$ cat src/rtl/ecc_pkg.sv
// Shared SECDED definitions: width codes, per-size geometry and H column tables.
// Tables are indexed by MSB-aligned bit position, matching the Encoder's Enc_Out layout.
package ecc_pkg;

    localparam int unsigned WORD_W = 32;

    typedef enum logic [1:0] {
        CW_SMALL  = 2'b00,
        CW_MEDIUM = 2'b01,
        CW_LARGE  = 2'b10
    } cw_e;

    typedef enum logic [1:0] {
        ERR_NONE   = 2'd0,
        ERR_CORR   = 2'd1,
        ERR_UNCORR = 2'd2
    } err_e;

    localparam int unsigned N_S = 8;
    localparam int unsigned K_S = 4;
    localparam int unsigned P_S = 4;
    localparam int unsigned N_M = 16;
    localparam int unsigned K_M = 11;
    localparam int unsigned P_M = 5;
    localparam int unsigned N_L = 32;
    localparam int unsigned K_L = 26;
    localparam int unsigned P_L = 6;

    // Data-bit columns, element [i] belongs to data bit i (LSB of the data field).
    // All columns have odd weight, so any double error gives an even, non-column syndrome.
    localparam logic [3:0][5:0]  H_S = {6'h07, 6'h0E, 6'h0B, 6'h0D};
    localparam logic [10:0][5:0] H_M = {6'h1F, 6'h1C, 6'h1A, 6'h19, 6'h16, 6'h15,
                                        6'h13, 6'h0E, 6'h0D, 6'h0B, 6'h07};
    localparam logic [25:0][5:0] H_L = {6'h3E, 6'h3D, 6'h3B, 6'h37, 6'h2F, 6'h1F,
                                        6'h38, 6'h34, 6'h32, 6'h31, 6'h2C, 6'h2A,
                                        6'h29, 6'h26, 6'h25, 6'h23, 6'h1C, 6'h1A,
                                        6'h19, 6'h16, 6'h15, 6'h13, 6'h0E, 6'h0D,
                                        6'h0B, 6'h07};

    // Syndrome produced by a single flip at aligned position pos; 0 where the size has no bit.
    function automatic logic [5:0] h_col(input cw_e cw, input int unsigned pos);
        int unsigned base;
        int unsigned np;
        logic [5:0]  col;
        col = '0;
        case (cw)
            CW_SMALL:  begin base = WORD_W - N_S; np = P_S; end
            CW_MEDIUM: begin base = WORD_W - N_M; np = P_M; end
            default:   begin base = WORD_W - N_L; np = P_L; end
        endcase
        if (pos >= base + np) begin
            case (cw)
                CW_SMALL:  col = H_S[pos - base - np];
                CW_MEDIUM: col = H_M[pos - base - np];
                default:   col = H_L[pos - base - np];
            endcase
        end else if (pos >= base) begin
            col = 6'(1) << (pos - base);
        end
        return col;
    endfunction

    function automatic logic is_data_bit(input cw_e cw, input int unsigned pos);
        int unsigned k;
        case (cw)
            CW_SMALL:  k = K_S;
            CW_MEDIUM: k = K_M;
            default:   k = K_L;
        endcase
        return pos >= WORD_W - k;
    endfunction

endpackage

$ cat src/rtl/ecc_decoder_pipe_parity_gen.sv
// Combinational Encoder parity over the data bits of an MSB-aligned codeword.
module ecc_parity_gen
    import ecc_pkg::*;
(
    input  logic [31:0] i_data,
    input  cw_e         i_cw,
    output logic [5:0]  o_parity
);

    always_comb begin
        o_parity = '0;
        for (int unsigned j = 0; j < WORD_W; j++) begin
            if (i_data[j] && is_data_bit(i_cw, j)) begin
                o_parity = o_parity ^ h_col(i_cw, j);
            end
        end
    end

endmodule

$ cat src/rtl/ecc_decoder_pipe.sv
// 3-stage SECDED decoder: align, syndrome, correct/extract; single stall-wide advance.
module ecc_decoder_pipe
    import ecc_pkg::*;
#(
    parameter int unsigned AMBA_WORD = 32,
    parameter int unsigned CNT_W     = 16
) (
    input  logic                 clk,
    input  logic                 rst,
    input  logic                 in_valid,
    output logic                 in_ready,
    input  logic [AMBA_WORD-1:0] DATA_IN,
    input  logic [1:0]           CODEWORD_WIDTH,
    output logic                 out_valid,
    input  logic                 out_ready,
    output logic [AMBA_WORD-1:0] DATA_OUT,
    output logic [1:0]           NUM_OF_ERRORS,
    input  logic                 clr_cnt,
    output logic [CNT_W-1:0]     CORR_CNT,
    output logic [CNT_W-1:0]     UNCORR_CNT
);

    logic        w_adv;
    logic        w_fire;
    cw_e         w_cw_in;
    logic [31:0] w_aligned;
    logic [5:0]  w_parity;
    logic [5:0]  w_recv_par;
    logic [31:0] w_flip;
    logic [31:0] w_fixed;
    err_e        w_err;
    logic [31:0] w_data_out;

    logic        r_s0_valid;
    logic [31:0] r_s0_word;
    cw_e         r_s0_cw;
    logic        r_s1_valid;
    logic [31:0] r_s1_word;
    cw_e         r_s1_cw;
    logic [5:0]  r_s1_syn;

    assign w_adv    = !out_valid || out_ready;
    assign in_ready = w_adv;
    assign w_fire   = out_valid && out_ready;

    always_comb begin
        w_cw_in   = CW_LARGE;
        w_aligned = DATA_IN;
        case (CODEWORD_WIDTH)
            2'b00: begin w_cw_in = CW_SMALL;  w_aligned = {DATA_IN[7:0], 24'b0};  end
            2'b01: begin w_cw_in = CW_MEDIUM; w_aligned = {DATA_IN[15:0], 16'b0}; end
            default: ;
        endcase
    end

    always_ff @(posedge clk) begin
        if (!rst) begin
            r_s0_valid <= 1'b0;
            r_s0_word  <= '0;
            r_s0_cw    <= CW_SMALL;
        end else if (w_adv) begin
            r_s0_valid <= in_valid;
            r_s0_word  <= w_aligned;
            r_s0_cw    <= w_cw_in;
        end
    end

    ecc_parity_gen u_parity_gen (
        .i_data   (r_s0_word),
        .i_cw     (r_s0_cw),
        .o_parity (w_parity)
    );

    always_comb begin
        case (r_s0_cw)
            CW_SMALL:  w_recv_par = {2'b0, r_s0_word[27:24]};
            CW_MEDIUM: w_recv_par = {1'b0, r_s0_word[20:16]};
            default:   w_recv_par = r_s0_word[5:0];
        endcase
    end

    always_ff @(posedge clk) begin
        if (!rst) begin
            r_s1_valid <= 1'b0;
            r_s1_word  <= '0;
            r_s1_cw    <= CW_SMALL;
            r_s1_syn   <= '0;
        end else if (w_adv) begin
            r_s1_valid <= r_s0_valid;
            r_s1_word  <= r_s0_word;
            r_s1_cw    <= r_s0_cw;
            r_s1_syn   <= w_parity ^ w_recv_par;
        end
    end

    // Positions outside the current size have a zero column and can never match a nonzero syndrome.
    always_comb begin
        w_flip = '0;
        for (int unsigned j = 0; j < WORD_W; j++) begin
            if (r_s1_syn != '0 && h_col(r_s1_cw, j) == r_s1_syn) begin
                w_flip[j] = 1'b1;
            end
        end
        w_fixed = r_s1_word ^ w_flip;
        if (r_s1_syn == '0) begin
            w_err = ERR_NONE;
        end else if (w_flip != '0) begin
            w_err = ERR_CORR;
        end else begin
            w_err = ERR_UNCORR;
        end
        case (r_s1_cw)
            CW_SMALL:  w_data_out = {28'b0, w_fixed[31:28]};
            CW_MEDIUM: w_data_out = {21'b0, w_fixed[31:21]};
            default:   w_data_out = {6'b0, w_fixed[31:6]};
        endcase
    end

    always_ff @(posedge clk) begin
        if (!rst) begin
            out_valid     <= 1'b0;
            DATA_OUT      <= '0;
            NUM_OF_ERRORS <= '0;
        end else if (w_adv) begin
            out_valid     <= r_s1_valid;
            DATA_OUT      <= w_data_out;
            NUM_OF_ERRORS <= w_err;
        end
    end

    always_ff @(posedge clk) begin
        if (!rst || clr_cnt) begin
            CORR_CNT   <= '0;
            UNCORR_CNT <= '0;
        end else if (w_fire) begin
            if (NUM_OF_ERRORS == ERR_CORR && CORR_CNT != '1) begin
                CORR_CNT <= CORR_CNT + CNT_W'(1);
            end
            if (NUM_OF_ERRORS == ERR_UNCORR && UNCORR_CNT != '1) begin
                UNCORR_CNT <= UNCORR_CNT + CNT_W'(1);
            end
        end
    end

endmodule

$ cat config.mk
export PLATFORM = sky130hd
export DESIGN_NAME = ecc_decoder_pipe
export DESIGN_NICKNAME = d
export VERILOG_FILES = /design/src/rtl/ecc_pkg.sv /design/src/rtl/ecc_decoder_pipe_parity_gen.sv /design/src/rtl/ecc_decoder_pipe.sv
export SDC_FILE = /design/constraint.sdc
export NUM_CORES = 1
export LEC_CHECK = 0
export CORE_ASPECT_RATIO = 2
export CORE_UTILIZATION = 35
export DETAILED_ROUTE_END_ITERATION = 7
export GPL_ROUTABILITY_DRIVEN = 1
export PLACE_DENSITY = 0.6
export SYNTH_ARGS = -nofsm -noshare
export SYNTH_HDL_FRONTEND = slang
export SYNTH_HIERARCHICAL = 1
export SYNTH_SLANG_ARGS = --single-unit
$ cat constraint.sdc
create_clock -name clk -period 4.55 [get_ports clk]
set_input_delay 1.365 -clock clk [delete_from_list [all_inputs] [get_ports clk]]
set_output_delay 1.365 -clock clk [all_outputs]
set_load 0.01 [all_outputs]
==> impl_metrics.csv, run 1 <==
group,metric,value,unit
outcome,status,"finished, final reports clean",
critical_path,critPathMaxFanout,3,
cts,clock-sinks,131,
cts,clock_path_buffers,2,
power,p_total,4.12,mW
cts,cts_made_buffers,17,
route,wl,31.5,mm
logic_synthesis,ys_seq_elements,131,
route,vias_per_cell,5.47,
power,switching_share,34.8,%
power,max-vdd-ir-drop,291,uV
logic_synthesis,netlist_top_cells_count,"217 x nand2_1, 131 x dfxtp_1, 99 x xnor2_1",
cts,tritoncts,"done",
cts,cts_max_level,4,
critical_path,critical_path_required,3180,ps
logic_synthesis,seq_area_frac_synth,28.7,%
sta,holdWs,470,ps
critical_path,start_kind,"input pin",
power,seqPwrFrac,32.7,%
cts,hold_buffers,0,
logic_synthesis,synthArstFlopShare,0,%
critical_path,crit_arrival,2690,ps
die,io_pins,107,
logic_synthesis,syn_inst,1167,
power,p_sw,1.43,mW
sta,finalCritPeriodShare,89.2,%
hold_path,min-delay-start,"r_s1_valid",
global_routing,antenna_found_initial,0,
logic_synthesis,netlist.area_leader.share,28.7,%
global_routing,grt_overflow,0,
sta,rsz0062_at_grt,"no",
global_routing,grt_first_pass_wirelength,48.0,mm
sta,finalClockSkew,8.33,ps
logic_synthesis,synth_area_leaders,"dfxtp_1 29%, xnor2_1 9.5%, nand2_1 8.9%",
critical_path,worstSetupEndpointType,"primary output",
cts,clock_tree.root_cell,"clkbuf_16",
finish,final_area,10900,um^2
power,cell_internal_pwr,2.69,mW
place,place_hpwl,23.6,mm
logic_synthesis,synthFlopType,"dfxtp_1",
critical_path,r2r_end,"r_s1_syn[4]",
critical_path,reg2reg_setup_slack,870,ps
finish,fin_nets,1269,
route,dr.pass1.iters,5,
power,cellPowerDensity,377,nW/um^2
route,postRouteAntennaNets,0,
die,die_area,26800,um^2
cts,ctsResizeCount,0,
die,die_h,231,um
hold_path,hold_class,"flop to flop",
sta,max_freq,246,MHz
die,initial_core_util,35.6,%
sta,setup_viol,0,
power,clkPwrFrac,35.4,%
global_routing,grt_pass1_vias,8345,
run,maxCapViolations,0,
critical_path,r2r_cells,11,
power,leakagePower,4.04,nW
route,drc_errors,0,
logic_synthesis,yosys_warnings,6,
logic_synthesis,avgSynthCellArea,7.83,um^2
place,io_buffers,100,
finish,drive_above_1_share,7.47,%
sta,slew_headroom,38.2,%
cts,clock_latency,430,ps
route,vias,8600,
hold_path,min_to,"r_s1_valid",
logic_synthesis,yosys.area.top_type,"dfxtp_1",
die,fp-row-count,83,
critical_path,r2r-start,"r_s0_cw[0]",
route,post_drt_wl_per_cell,20.0,um
critical_path,worst-setup-path-type,"input pin to primary output",
global_routing,groute.usage.overall,24.0,%
place,place.gp.congestion,1.00,
power,comb_power_share,31.9,%
logic_synthesis,synth_edf_count,0,
sta,hold_violations,0,
logic_synthesis,synth.most_common_cell,"nand2_1",
finish,n_antenna_cell,0,
sta,period_needed,4060,ps
hold_path,min_path_cells,2,
sta,worst_slew_pin_slew,928,ps
global_routing,grt_max_degree,88,
finish,syn_to_final_growth,19.8,%
cts,postCtsSetupRepairBufs,0,
place,place_area,10300,um^2
sta,fin_setup_tns,0,ps
logic_synthesis,synth_area,9140,um^2
route,drt_iter0_drc,481,
logic_synthesis,netlist-cell-type-count,81,
finish,fin_util,42.7,%
die,dieWidth,116,um
critical_path,crit_start,"out_ready",
die,core-area,25700,um^2
cts,clk_pin_slew,60,ps
sta,drv_slew,0,
[power by group through the flow]
stage	logic (mW)	clock network (mW)	registers [mW]
floorplan	0.963	0	1.29
global route	1.41	1.52	1.36
global placement	1.29	0	1.37
finish	1.31	1.46	1.35
detailed placement	1.29	0	1.37
CTS	1.30	1.48	1.35
[registers in the layout (all words and copies together) (netlist names), 2 cells and up]
signal	cells
r_s0_cw	2
NUM_OF_ERRORS	2
r_s0_word	32
r_s1_syn	6
r_s1_word	26
UNCORR_CNT	16
CORR_CNT	16
r_s1_cw	2
DATA_OUT	26
[worst max-delay path by stage]
stage | cells after the start | to
floorplan | 5 | in_ready
global placement | 4 | in_ready
detailed placement | 4 | in_ready
CTS | 4 | in_ready
global route | 4 | in_ready
finish | 4 | in_ready
[cells in the final DEF, fill, tap and decap left out, types with 4 or more instances in the layout]
| cell | n |
|---|---|
| buf_4 | 33 |
| nor2b_1 | 22 |
| nor4_1 | 15 |
| nand4_1 | 19 |
| and4_1 | 6 |
| mux2i_1 | 23 |
| ha_1 | 10 |
| a22oi_1 | 14 |
| bufinv_16 | 4 |
| a21oi_1 | 20 |
| inv_2 | 4 |
| a21boi_0 | 58 |
| inv_1 | 10 |
| o21ai_0 | 40 |
| a31oi_1 | 5 |
| nand3_1 | 40 |
| xor2_1 | 72 |
| o211ai_1 | 16 |
| clkbuf_16 | 17 |
| nor3_1 | 12 |
| a211oi_1 | 8 |
| xnor2_1 | 99 |
| dfxtp_1 | 131 |
| clkdlybuf4s50_1 | 99 |
| a32oi_1 | 4 |
| nor2_1 | 80 |
| conb_1 | 6 |
| a221oi_1 | 9 |
| or3_1 | 4 |
| nor3b_1 | 9 |
| nand2_1 | 217 |
| o211a_1 | 13 |
| and2_1 | 12 |
| nand2b_1 | 10 |
| xnor3_1 | 5 |
| and3_1 | 14 |
[cell families after synthesis]
kind of cell	Yosys count	share of synthesized area, %
adder cells (fa/ha/maj)	10	1.37
AND/OR/NAND/NOR	482	25.1
other	1	0.0410
buffers and inverters	118	6.13
multiplexers	23	2.52
AO/OA/AOI/OAI	224	18.1
XOR/XNOR	178	18.1
flip-flops	131	28.7
[critical path, cell delays in order]
cell and delay, ps:
clkdlybuf4s50_1 550, nor2b_4 60, inv_2 150, clkdlybuf4s50_1 560
[through the flow]
| stage | worst slack (ps) | std cells |
|---|---|---|
| after floorplan | 933 | 1172 |
| after global placement | 477 | 1541 |
| after detailed placement | 475 | 1541 |
| after CTS | 477 | 1571 |
| after global routing | 457 | 1571 |
| final | 491 | 1571 |
[layer usage]
layer | wire, um | track usage (%) | up-vias | share of wire (%)
met1 | 10600 | 22.5 | 4094 | 34
met4 | 2490 | 19.0 | 0 | 7.9
met3 | 1310 | 3.07 | 104 | 4.1
li1 | - | - | 4092 | -
met2 | 17100 | 45.2 | 310 | 54
met5 | 0 | 0 | - | 0
[final cells by class]
| cell class | instances | area [um^2] |
|---|---|---|
| Inverter | 14 | 52.6 |
| Sequential cell | 131 | 2620 |
| Fill cell | 2675 | 14700 |
| Clock buffer | 18 | 439 |
| Multi-Input combinational cell | 923 | 5980 |
| Tap cell | 340 | 425 |
| Timing Repair Buffer | 133 | 1240 |
| Clock inverter | 12 | 181 |
No activity file was read; power rests on OpenSTA's default activity.
==> inputs of run 2 (changes only) <==
Settings changed: SKIP_LAST_GASP set to 1.
==> results of run 2 <==
No change in the layout: final DEF, timing and power equal those of run 1.
